**src/rtl/uart_param_core.sv**
```systemverilog
// uart_param_core: UART with TX/RX FIFOs, runtime baud divisor, serial pins and error pulses.
// Define UART_PARITY_EN to add a parity bit to both directions (ports parity_odd/parity_err).
module uart_param_core #(
  parameter int DATA_WIDTH = 8,
  parameter int OVERSAMPLE = 16,
  parameter int FIFO_DEPTH = 16,
  parameter int DIV_WIDTH  = 16,
  parameter int STOP_BITS  = 1
) (
  input  logic                  UCLK,
  input  logic                  reset,
  input  logic [DIV_WIDTH-1:0]  baud_div,
  input  logic [DATA_WIDTH-1:0] W_data,
  input  logic                  wr_uart,
  output logic                  tx_full,
  output logic [DATA_WIDTH-1:0] R_data,
  input  logic                  rd_uart,
  output logic                  rx_empty,
  output logic                  tx,
  input  logic                  rx,
  output logic                  frame_err,
`ifdef UART_PARITY_EN
  input  logic                  parity_odd,
  output logic                  parity_err,
`endif
  output logic                  overrun
);

  localparam int AW  = $clog2(FIFO_DEPTH);
  localparam int PW  = AW + 1;
  localparam int TCW = $clog2(STOP_BITS * OVERSAMPLE) + 1;
  localparam int BCW = $clog2(DATA_WIDTH) + 1;

  localparam logic [TCW-1:0] OS_LAST   = TCW'(OVERSAMPLE - 1);
  localparam logic [TCW-1:0] HALF_LAST = TCW'(OVERSAMPLE / 2 - 1);
  localparam logic [TCW-1:0] STOP_LAST = TCW'(STOP_BITS * OVERSAMPLE - 1);
  localparam logic [BCW-1:0] BIT_LAST  = BCW'(DATA_WIDTH - 1);

  typedef enum logic [2:0] {
    ST_IDLE,
    ST_START,
    ST_DATA,
`ifdef UART_PARITY_EN
    ST_PARITY,
`endif
    ST_STOP
  } uart_state_e;

`ifdef UART_PARITY_EN
  function automatic logic calc_parity(input logic [DATA_WIDTH-1:0] d, input logic odd);
    return (^d) ^ odd;
  endfunction
`endif

  // ---------------- baud tick ----------------
  logic [DIV_WIDTH-1:0] tick_cnt_r;
  logic                 tick_s;

  assign tick_s = (tick_cnt_r == baud_div);

  // Divider compares against the live baud_div; an out-of-range count wraps at once
  always_ff @(posedge UCLK or negedge reset) begin
    if (!reset) begin
      tick_cnt_r <= {DIV_WIDTH{1'b0}};
    end else if (tick_cnt_r >= baud_div) begin
      tick_cnt_r <= {DIV_WIDTH{1'b0}};
    end else begin
      tick_cnt_r <= tick_cnt_r + DIV_WIDTH'(1);
    end
  end

  // ---------------- TX FIFO ----------------
  logic [DATA_WIDTH-1:0] tx_mem_r [FIFO_DEPTH];
  logic [PW-1:0]         tx_wptr_r, tx_rptr_r;
  logic                  tx_push_s, tx_pop_s, tx_empty_s;
  logic [DATA_WIDTH-1:0] tx_head_s;

  assign tx_empty_s = (tx_wptr_r == tx_rptr_r);
  assign tx_full    = (tx_wptr_r[AW] != tx_rptr_r[AW]) &&
                      (tx_wptr_r[AW-1:0] == tx_rptr_r[AW-1:0]);
  assign tx_push_s  = wr_uart && !tx_full;
  assign tx_head_s  = tx_mem_r[tx_rptr_r[AW-1:0]];

  // TX storage array
  always_ff @(posedge UCLK) begin
    if (tx_push_s) begin
      tx_mem_r[tx_wptr_r[AW-1:0]] <= W_data;
    end
  end

  // TX FIFO pointers
  always_ff @(posedge UCLK or negedge reset) begin
    if (!reset) begin
      tx_wptr_r <= {PW{1'b0}};
      tx_rptr_r <= {PW{1'b0}};
    end else begin
      if (tx_push_s) tx_wptr_r <= tx_wptr_r + PW'(1);
      if (tx_pop_s)  tx_rptr_r <= tx_rptr_r + PW'(1);
    end
  end

  // ---------------- TX FSM ----------------
  uart_state_e           tx_state_r, tx_state_n;
  logic [TCW-1:0]        tx_tcnt_r, tx_tcnt_n;
  logic [BCW-1:0]        tx_bcnt_r, tx_bcnt_n;
  logic [DATA_WIDTH-1:0] tx_shift_r, tx_shift_n;
  logic                  tx_r, tx_n;
`ifdef UART_PARITY_EN
  logic                  tx_par_r, tx_par_n;
`endif

  assign tx = tx_r;

  // TX state register
  always_ff @(posedge UCLK or negedge reset) begin
    if (!reset) begin
      tx_state_r <= ST_IDLE;
      tx_tcnt_r  <= {TCW{1'b0}};
      tx_bcnt_r  <= {BCW{1'b0}};
      tx_shift_r <= {DATA_WIDTH{1'b0}};
      tx_r       <= 1'b1;
`ifdef UART_PARITY_EN
      tx_par_r   <= 1'b0;
`endif
    end else begin
      tx_state_r <= tx_state_n;
      tx_tcnt_r  <= tx_tcnt_n;
      tx_bcnt_r  <= tx_bcnt_n;
      tx_shift_r <= tx_shift_n;
      tx_r       <= tx_n;
`ifdef UART_PARITY_EN
      tx_par_r   <= tx_par_n;
`endif
    end
  end

  // TX next state; a frame is loaded from IDLE or straight out of STOP for gapless streaming
  always_comb begin
    tx_state_n = tx_state_r;
    tx_tcnt_n  = tx_tcnt_r;
    tx_bcnt_n  = tx_bcnt_r;
    tx_shift_n = tx_shift_r;
    tx_n       = tx_r;
    tx_pop_s   = 1'b0;
`ifdef UART_PARITY_EN
    tx_par_n   = tx_par_r;
`endif
    if (tick_s) begin
      case (tx_state_r)
        ST_IDLE: begin
          if (!tx_empty_s) begin
            tx_pop_s   = 1'b1;
            tx_shift_n = tx_head_s;
            tx_n       = 1'b0;
            tx_tcnt_n  = {TCW{1'b0}};
            tx_state_n = ST_START;
`ifdef UART_PARITY_EN
            tx_par_n   = calc_parity(tx_head_s, parity_odd);
`endif
          end else begin
            tx_n = 1'b1;
          end
        end
        ST_START: begin
          if (tx_tcnt_r == OS_LAST) begin
            tx_tcnt_n  = {TCW{1'b0}};
            tx_bcnt_n  = {BCW{1'b0}};
            tx_n       = tx_shift_r[0];
            tx_state_n = ST_DATA;
          end else begin
            tx_tcnt_n = tx_tcnt_r + TCW'(1);
          end
        end
        ST_DATA: begin
          if (tx_tcnt_r == OS_LAST) begin
            tx_tcnt_n = {TCW{1'b0}};
            if (tx_bcnt_r == BIT_LAST) begin
`ifdef UART_PARITY_EN
              tx_n       = tx_par_r;
              tx_state_n = ST_PARITY;
`else
              tx_n       = 1'b1;
              tx_state_n = ST_STOP;
`endif
            end else begin
              tx_bcnt_n  = tx_bcnt_r + BCW'(1);
              tx_shift_n = tx_shift_r >> 1;
              tx_n       = tx_shift_r[1];
            end
          end else begin
            tx_tcnt_n = tx_tcnt_r + TCW'(1);
          end
        end
`ifdef UART_PARITY_EN
        ST_PARITY: begin
          if (tx_tcnt_r == OS_LAST) begin
            tx_tcnt_n  = {TCW{1'b0}};
            tx_n       = 1'b1;
            tx_state_n = ST_STOP;
          end else begin
            tx_tcnt_n = tx_tcnt_r + TCW'(1);
          end
        end
`endif
        ST_STOP: begin
          if (tx_tcnt_r == STOP_LAST) begin
            tx_tcnt_n = {TCW{1'b0}};
            if (!tx_empty_s) begin
              tx_pop_s   = 1'b1;
              tx_shift_n = tx_head_s;
              tx_n       = 1'b0;
              tx_state_n = ST_START;
`ifdef UART_PARITY_EN
              tx_par_n   = calc_parity(tx_head_s, parity_odd);
`endif
            end else begin
              tx_n       = 1'b1;
              tx_state_n = ST_IDLE;
            end
          end else begin
            tx_tcnt_n = tx_tcnt_r + TCW'(1);
          end
        end
        default: begin
          tx_n       = 1'b1;
          tx_state_n = ST_IDLE;
        end
      endcase
    end else begin
      tx_state_n = tx_state_r;
    end
  end

  // ---------------- RX synchroniser ----------------
  logic [1:0] rx_sync_r;
  logic       rx_bit_s;

  assign rx_bit_s = rx_sync_r[1];

  // Two-flop synchroniser, idles high
  always_ff @(posedge UCLK or negedge reset) begin
    if (!reset) begin
      rx_sync_r <= 2'b11;
    end else begin
      rx_sync_r <= {rx_sync_r[0], rx};
    end
  end

  // ---------------- RX FSM ----------------
  uart_state_e           rx_state_r, rx_state_n;
  logic [TCW-1:0]        rx_tcnt_r, rx_tcnt_n;
  logic [BCW-1:0]        rx_bcnt_r, rx_bcnt_n;
  logic [DATA_WIDTH-1:0] rx_shift_r, rx_shift_n;
  logic                  rx_push_s, rx_fe_s;
`ifdef UART_PARITY_EN
  logic                  rx_pbad_r, rx_pbad_n, rx_pe_s;
`endif

  // RX state register
  always_ff @(posedge UCLK or negedge reset) begin
    if (!reset) begin
      rx_state_r <= ST_IDLE;
      rx_tcnt_r  <= {TCW{1'b0}};
      rx_bcnt_r  <= {BCW{1'b0}};
      rx_shift_r <= {DATA_WIDTH{1'b0}};
`ifdef UART_PARITY_EN
      rx_pbad_r  <= 1'b0;
`endif
    end else begin
      rx_state_r <= rx_state_n;
      rx_tcnt_r  <= rx_tcnt_n;
      rx_bcnt_r  <= rx_bcnt_n;
      rx_shift_r <= rx_shift_n;
`ifdef UART_PARITY_EN
      rx_pbad_r  <= rx_pbad_n;
`endif
    end
  end

  // RX next state; the start bit is re-checked at mid-bit to reject glitches
  always_comb begin
    rx_state_n = rx_state_r;
    rx_tcnt_n  = rx_tcnt_r;
    rx_bcnt_n  = rx_bcnt_r;
    rx_shift_n = rx_shift_r;
    rx_push_s  = 1'b0;
    rx_fe_s    = 1'b0;
`ifdef UART_PARITY_EN
    rx_pbad_n  = rx_pbad_r;
    rx_pe_s    = 1'b0;
`endif
    if (tick_s) begin
      case (rx_state_r)
        ST_IDLE: begin
          if (!rx_bit_s) begin
            rx_tcnt_n  = {TCW{1'b0}};
            rx_state_n = ST_START;
          end else begin
            rx_state_n = ST_IDLE;
          end
        end
        ST_START: begin
          if (rx_tcnt_r == HALF_LAST) begin
            rx_tcnt_n = {TCW{1'b0}};
            rx_bcnt_n = {BCW{1'b0}};
            if (rx_bit_s) begin
              rx_state_n = ST_IDLE;
            end else begin
              rx_state_n = ST_DATA;
            end
          end else begin
            rx_tcnt_n = rx_tcnt_r + TCW'(1);
          end
        end
        ST_DATA: begin
          if (rx_tcnt_r == OS_LAST) begin
            rx_tcnt_n  = {TCW{1'b0}};
            rx_shift_n = {rx_bit_s, rx_shift_r[DATA_WIDTH-1:1]};
            if (rx_bcnt_r == BIT_LAST) begin
`ifdef UART_PARITY_EN
              rx_state_n = ST_PARITY;
`else
              rx_state_n = ST_STOP;
`endif
            end else begin
              rx_bcnt_n = rx_bcnt_r + BCW'(1);
            end
          end else begin
            rx_tcnt_n = rx_tcnt_r + TCW'(1);
          end
        end
`ifdef UART_PARITY_EN
        ST_PARITY: begin
          if (rx_tcnt_r == OS_LAST) begin
            rx_tcnt_n  = {TCW{1'b0}};
            rx_pbad_n  = (rx_bit_s != calc_parity(rx_shift_r, parity_odd));
            rx_state_n = ST_STOP;
          end else begin
            rx_tcnt_n = rx_tcnt_r + TCW'(1);
          end
        end
`endif
        ST_STOP: begin
          if (rx_tcnt_r == OS_LAST) begin
            rx_tcnt_n  = {TCW{1'b0}};
            rx_push_s  = 1'b1;
            rx_fe_s    = !rx_bit_s;
            rx_state_n = ST_IDLE;
`ifdef UART_PARITY_EN
            rx_pe_s    = rx_pbad_r;
`endif
          end else begin
            rx_tcnt_n = rx_tcnt_r + TCW'(1);
          end
        end
        default: begin
          rx_state_n = ST_IDLE;
        end
      endcase
    end else begin
      rx_state_n = rx_state_r;
    end
  end

  // ---------------- RX FIFO ----------------
  logic [DATA_WIDTH-1:0] rx_mem_r [FIFO_DEPTH];
  logic [PW-1:0]         rx_wptr_r, rx_rptr_r, rx_count_s;
  logic                  rx_full_s, rx_pop_s, rx_wr_s;
  logic [DATA_WIDTH-1:0] rdata_r;
  logic                  frame_err_r, overrun_r;

  assign rx_empty   = (rx_wptr_r == rx_rptr_r);
  assign rx_full_s  = (rx_wptr_r[AW] != rx_rptr_r[AW]) &&
                      (rx_wptr_r[AW-1:0] == rx_rptr_r[AW-1:0]);
  assign rx_count_s = rx_wptr_r - rx_rptr_r;
  assign rx_pop_s   = rd_uart && !rx_empty;
  // A same-cycle pop frees the slot, so a full FIFO still accepts the word
  assign rx_wr_s    = rx_push_s && (!rx_full_s || rx_pop_s);
  assign R_data     = rdata_r;
  assign frame_err  = frame_err_r;
  assign overrun    = overrun_r;

  // RX storage array
  always_ff @(posedge UCLK) begin
    if (rx_wr_s) begin
      rx_mem_r[rx_wptr_r[AW-1:0]] <= rx_shift_r;
    end
  end

  // RX pointers, head register and error pulses
  always_ff @(posedge UCLK or negedge reset) begin
    if (!reset) begin
      rx_wptr_r   <= {PW{1'b0}};
      rx_rptr_r   <= {PW{1'b0}};
      rdata_r     <= {DATA_WIDTH{1'b0}};
      frame_err_r <= 1'b0;
      overrun_r   <= 1'b0;
    end else begin
      if (rx_wr_s)  rx_wptr_r <= rx_wptr_r + PW'(1);
      if (rx_pop_s) rx_rptr_r <= rx_rptr_r + PW'(1);
      if (rx_pop_s) begin
        if (rx_count_s != PW'(1)) begin
          rdata_r <= rx_mem_r[rx_rptr_r[AW-1:0] + AW'(1)];
        end else if (rx_wr_s) begin
          rdata_r <= rx_shift_r;
        end
      end else if (rx_wr_s && rx_empty) begin
        rdata_r <= rx_shift_r;
      end
      frame_err_r <= rx_fe_s;
      overrun_r   <= rx_push_s && rx_full_s && !rx_pop_s;
    end
  end

`ifdef UART_PARITY_EN
  logic parity_err_r;

  assign parity_err = parity_err_r;

  // Parity mismatch pulse, aligned with the push of the affected word
  always_ff @(posedge UCLK or negedge reset) begin
    if (!reset) begin
      parity_err_r <= 1'b0;
    end else begin
      parity_err_r <= rx_pe_s;
    end
  end
`endif

endmodule

```
**config.mk**
```make
export PLATFORM = sky130hd
export DESIGN_NAME = uart_param_core
export DESIGN_NICKNAME = d
export VERILOG_FILES = /design/src/rtl/uart_param_core.sv
export SDC_FILE = /design/constraint.sdc
export NUM_CORES = 1
export LEC_CHECK = 0
export CORE_MARGIN = 5
export CORE_UTILIZATION = 65
export CTS_CLUSTER_DIAMETER = 60
export DETAILED_ROUTE_END_ITERATION = 10
export PLACE_DENSITY = 0.9
export SLEW_MARGIN = 20
export SYNTH_ARGS = -nofsm -noshare
export SYNTH_HDL_FRONTEND = slang
export SYNTH_SLANG_ARGS = --single-unit
export TNS_END_PERCENT = 20
```
**constraint.sdc**
```tcl
create_clock -name UCLK -period 4.8 [get_ports UCLK]
set_input_delay 0.96 -clock UCLK [delete_from_list [all_inputs] [get_ports UCLK]]
set_output_delay 0.96 -clock UCLK [all_outputs]
set_load 0.05 [all_outputs]
```
==> results of run 1 <==
-- cell type report --
class	instances	area, µm²
sequential	343	9870
clock inverter	17	138
fill	1260	5810
clock buffer	46	1000
timing repair buffer	65	588
inverter	42	158
multi-input combinational	479	4580
tap	285	357
-- worst paths after layout --
kind | slack (ns) | to | cells after the start
worst max-delay path | 0.76 | tx_full | 5
worst min-delay path | 0.37 | rx_sync_r[1] | 0
worst max register to register | 1.54 | R_data[6] | 10
worst min register to register | 0.37 | rx_sync_r[1] | 0
max in group asynchronous | 3.38 | rx_rptr_r[0] | 2
min in group asynchronous | 0.52 | tx_rptr_r[3] | 1
-- metal layers --
layer / up-vias / GRT usage, % / wire (µm)
li1: 3612 / - / -
met1: 4172 / 31.8 / 11800
met2: 326 / 42.4 / 16200
met3: 63 / 4.41 / 1930
met4: 0 / 8.13 / 855
met5: - / 0 / 0
-- state kept, by name, summed over array words and instances (netlist names), 2 cells and up --
register and cells:
tx_rptr_r 5, rx_rptr_r 5, R_data 8, tx_shift_r 8, tx_mem_r 128, rx_tcnt_r 5
rx_sync_r 2, rx_bcnt_r 4, rx_shift_r 8, rx_wptr_r 5, tx_state_r 2, rx_mem_r 128
tx_bcnt_r 4, tx_tcnt_r 5, rx_state_r 2, tx_wptr_r 5, tick_cnt_r 16
-- kinds of logic (layout without fill, tap and decap cells) --
family,count (synthesis),count (layout),share of synthesized area (%)
AOI/OAI and AO/OA,105,105,4.48
DFF,343,343,66.9
buffers and inverters,76,170,2.01
adders and majority gates,42,42,3.61
xor gates and xnor gates,41,41,2.44
muxes,103,103,13.5
and+or+nand+nor,188,188,7.08
-- cells in the mapped netlist, drive strengths merged (10+ instances only) --
| master | n | area share [%] |
|---|---|---|
| nor2b | 10 | 0.42 |
| ha | 41 | 3.5 |
| mux4 | 73 | 11 |
| clkbuf | 23 | 0.59 |
| nor3 | 12 | 0.48 |
| nor2 | 42 | 1.1 |
| inv | 42 | 1.1 |
| dfrtp | 84 | 14 |
| nand2 | 35 | 0.89 |
| nand4 | 12 | 0.59 |
| o21ai | 26 | 0.88 |
| mux2 | 29 | 2.2 |
| edfxtp | 256 | 52 |
| xor2 | 17 | 1.0 |
| and2 | 15 | 0.64 |
| buf | 11 | 0.36 |
| xnor2 | 24 | 1.4 |
| a21oi | 34 | 1.2 |
| a22oi | 12 | 0.61 |
| nand3 | 18 | 0.61 |
-- per-stage QoR --
stage	std cells	total power [mW]
finish	1277	7.24
global route	1277	7.52
CTS	1277	7.27
detailed placement	1214	4.59
global placement	1214	4.55
floorplan	898	4.29
-- power groups by stage --
stage	registers, mW	clock network [mW]	logic, mW
after floorplan	3.49	0	0.801
after global placement	3.53	0	1.02
after detailed placement	3.54	0	1.05
after CTS	3.49	2.71	1.07
after global routing	3.50	2.86	1.16
final	3.49	2.68	1.06
-- worst max-delay path: cells and delay by family (launching register included) --
kind	cells	cell delay [ns]
flops	1	0.55
xor+xnor	1	0.22
buf+inv	2	0.89
simple gates	2	0.91
==> impl_metrics.json, run 1 <==
{
  "outcome": "completed",
  "worst_pin_slew_ns": 0.994,
  "core-area_mm2": 0.0225,
  "path_cells": "xor2_1 > nor4_1 > nand2b_1 > inv_1 > clkdlybuf4s50_1",
  "end_kind": "output port",
  "irDropWorstVdd_mv": 0.360,
  "synth-seq-area-share_pct": 66.9,
  "wl_um": 30700,
  "whs_ns": 0.369,
  "drc": 0,
  "place.gp.congestion": 0.827,
  "synth_edf_count": 256,
  "ys.warnings.count": 0,
  "slew_headroom_pct": 33.2,
  "track_usage_pct": 24.5,
  "r2r_start": "rx_wptr_r[0]",
  "p_int_mw": 5.39,
  "seqPwrFrac_pct": 48.2,
  "area.growth.synth_to_final_pct": 13.2,
  "synth_fp_nets": 969,
  "placed_area_mm2": 0.0156,
  "grt_first_pass_wirelength_um": 48400,
  "crit_type": "flip-flop to output port",
  "final_common_cell": "edfxtp_1",
  "antenna_found_initial": 0,
  "dr.first_iter.drc_count": 752,
  "final_util_pct": 74.2,
  "p_sw_share_pct": 25.5,
  "setup_tns_ns": 0,
  "p_leak_nw": 6.50,
  "grt_pass1_vias": 8350,
  "hold_start": "rx_sync_r[0]",
  "antenna_left": 0,
  "drv_slew": 0,
  "cpPeakStageDelay_ns": 0.80,
  "path_max_fanout": 15,
  "critPathArrivalTime_ns": 3.08,
  "fin_crit_ns": 4.04,
  "pre_cts_slack_ns": 0.747,
  "clockPowerShare_pct": 37.1,
  "max_freq_mhz": 247,
  "cap_violations": 0,
  "htree_num_levels": 2,
  "setup_ws_ns": 0.759,
  "synth_flop_cell": "edfxtp_1",
  "final_cell_mix": "edfxtp_1, dfrtp_1, mux4_2",
  "crit_path_top_delay_cell": "clkdlybuf4s50_1",
  "root_buffer": "clkbuf_16",
  "initial_core_util_pct": 65.5,
  "die_y_um": 161,
  "grt_overflow": 0,
  "syn-instance-count": 898,
  "synth.distinct_cells": 61,
  "timing.hold.worst.class": "flip-flop to flip-flop",
  "cts_hold_buf": 0,
  "dpl.hpwl_um": 19500,
  "post_cts_buffers": 0,
  "post-route-period-util_pct": 84.2,
  "num_vias": 8173,
  "ys_ff_latch": 343,
  "postSynth.asyncResetShare_pct": 25.4,
  "cts.sinks": 343,
  "die_area_mm2": 0.0258,
  "port_buffers": 41,
  "powerDensity_mw_per_mm2": 434,
  "ioPinCount": 42,
  "start_kind": "flip-flop",
  "hold_viol_final": 0,
  "antenna_cells": 0,
  "syn-cell-area_mm2": 0.0147,
  "fin_skew_ns": 0.0154,
  "crit_start": "tx_wptr_r[3]",
  "p_sw_mw": 1.85,
  "viasPerCell": 6.40,
  "post_drt_wl_per_cell_um": 24.1,
  "setup_viol": 0,
  "dieWidth_um": 161,
  "grt_max_degree": 61,
  "cts_resized": 0,
  "cts_tree": "yes",
  "fin_area_mm2": 0.0167,
  "cts_buffers": 36,
  "clk_pin_slew_ns": 0.06,
  "layout-drive-gt1-share_pct": 19.3,
  "dr.pass1.iters": 5,
  "clockBufferDepth": 3,
  "finalNetCount": 1038,
  "rsz0062_at_grt": "no",
  "synth_area_per_cell_um2": 16.4,
  "cp.required_ns": 3.84,
  "comb_power_share_pct": 14.7,
  "rows": 55,
  "clock_latency_ns": 0.51
}
Power figures use the tool's default switching activity.
==> inputs of run 2 (changes only) <==
CORE_UTILIZATION = 61   (was 65)
PLACE_DENSITY = 0.86   (was 0.9)
clock period = 3.9 ns   (was 4.8 ns; I/O delays follow)
==> run 2 against run 1 <==
Critical path depth down 1. Worst setup slack worse by 0.41 ns. Global-route usage down 0.82 points. Power up 22%. Non-clock buffer count up 9. Routed wire length up 0.25%. Clock-buffer cell count up 7. Utilization down 3.1 points. Combinational power up 24%. Die area up 6.1%. Sequential cell count unchanged. First-iteration DRC count up 3.3%. Largest power group unchanged.
==> impl_metrics.json, run 2 (synthesis results as in run 1) <==
{
  "final_common_cell": "edfxtp_1",
  "fin_area_mm2": 0.0168,
  "drc": 0,
  "worst_pin_slew_ns": 1.03,
  "r2r_slack_ns": 0.90,
  "hold_viol_final": 0,
  "end_kind": "output port",
  "reg2reg_to": "rx_mem_r[0][5]",
  "antenna_left": 0,
  "placed_area_mm2": 0.0157,
  "start_kind": "flip-flop",
  "rsz0062_at_grt": "no",
  "crit_type": "flip-flop to output port",
  "fin_crit_ns": 3.56,
  "path_cells": "ha_1 > nand4_1 > nor2_1 > clkdlybuf4s50_1",
  "grt_pass1_vias": 8627,
  "powerDensity_mw_per_mm2": 526,
  "root_buffer": "clkbuf_16",
  "final_cell_mix": "edfxtp_1, dfrtp_1, mux4_2",
  "num_vias": 8247,
  "cts_hold_buf": 0,
  "outcome": "completed",
  "post-route-period-util_pct": 91.2,
  "antenna_found_initial": 0,
  "max_freq_mhz": 281,
  "slew_headroom_pct": 30.6,
  "layout-drive-gt1-share_pct": 19.5,
  "port_buffers": 41,
  "setup_tns_ns": 0,
  "die_area_mm2": 0.0274,
  "htree_num_levels": 2,
  "num-fill-cells": 1464,
  "clock_latency_ns": 0.52,
  "cts_buffers": 36,
  "cpPeakStageDelay_ns": 0.85,
  "r2r_start": "tick_cnt_r[11]",
  "dieWidth_um": 165,
  "grt_first_pass_wirelength_um": 48900,
  "drv_slew": 0,
  "cts_tree": "yes",
  "dr.pass1.iters": 5,
  "cap_violations": 0,
  "track_usage_pct": 23.7,
  "cts_resized": 0,
  "place.gp.congestion": 0.841,
  "finalNetCount": 1047,
  "dr.first_iter.drc_count": 777,
  "area.growth.synth_to_final_pct": 13.8,
  "post_drt_wl_per_cell_um": 23.3,
  "rows": 56,
  "grt_max_degree": 44,
  "crit_buf_inv": 1,
  "grt_overflow": 0,
  "cts.sinks": 343,
  "cp.required_ns": 3.12,
  "dpl.hpwl_um": 19400,
  "antenna_cells": 0,
  "p_leak_nw": 6.52,
  "viasPerCell": 6.24,
  "crit_family": "buffers and inverters",
  "worstRegToRegCells": 6,
  "crit_path_top_delay_cell": "clkdlybuf4s50_1",
  "core-area_mm2": 0.0236,
  "fin_skew_ns": 0.0192,
  "initial_core_util_pct": 62.4,
  "die_y_um": 165,
  "clockBufferDepth": 3,
  "timing.hold.worst.class": "primary input to asynchronous set/reset pin",
  "irDropWorstVdd_mv": 0.471,
  "ioPinCount": 42,
  "critPathArrivalTime_ns": 2.78,
  "setup_viol": 0,
  "wl_um": 30800,
  "clk_pin_slew_ns": 0.06,
  "path_max_fanout": 9,
  "post_cts_buffers": 0
}
-- run 2: metal layers --
layer	GRT usage, %	wire length [µm]	vias to the layer above
met5	0	0	-
met4	7.72	970	0
met2	39.8	15600	381
met1	32.3	12000	4187
met3	3.65	2250	67
li1	-	-	3612
-- run 2: how the worst max path moves through the flow --
stage / from / to / slack, ns / depth (start not counted)
detailed placement: baud_div[11] / rx_mem_r[1][3] / 0.11 / 8
global placement: baud_div[15] / rx_mem_r[1][4] / 0.18 / 8
finish: rx_wptr_r[3] / rx_empty / 0.34 / 4
global route: rx_wptr_r[3] / rx_empty / 0.22 / 4
floorplan: baud_div[11] / rx_mem_r[5][0] / 0.55 / 8
CTS: rx_wptr_r[3] / rx_empty / 0.33 / 4
-- run 2: power by group --
group          switching (mW)  total (mW)  internal [mW]
Clock                    1.34        3.22           1.87
Sequential              0.163        4.30           4.13
Combinational           0.738        1.31          0.572
Total                    2.25        8.82           6.58
-- run 2: area by class of cell --
class,instances,area (µm²),share of cell area [%]
flip-flops and latches,343,9870,58.8
multi-input cells,479,4590,27.4
clock buffers,53,975,5.81
repair buffers,74,666,3.97
well taps,319,399,2.38
inverters,42,158,0.940
clock inverters,11,116,0.694
-- run 2: per-stage QoR --
stage / setup slack (ns) / instances / utilization (%) / power, mW / hold slack (ns)
6_report: 0.344 / 1321 / 71.1 / 8.82 / 0.275
5_1_grt: 0.220 / 1321 / 71.1 / 9.18 / 0.308
4_1_cts: 0.328 / 1321 / 71.1 / 8.88 / 0.281
3_5_place_dp: 0.109 / 1257 / 66.4 / 5.68 / 0.349
3_3_place_gp: 0.183 / 1257 / 66.4 / 5.62 / 0.346
2_1_floorplan: 0.554 / 898 / - / 5.28 / 0.345
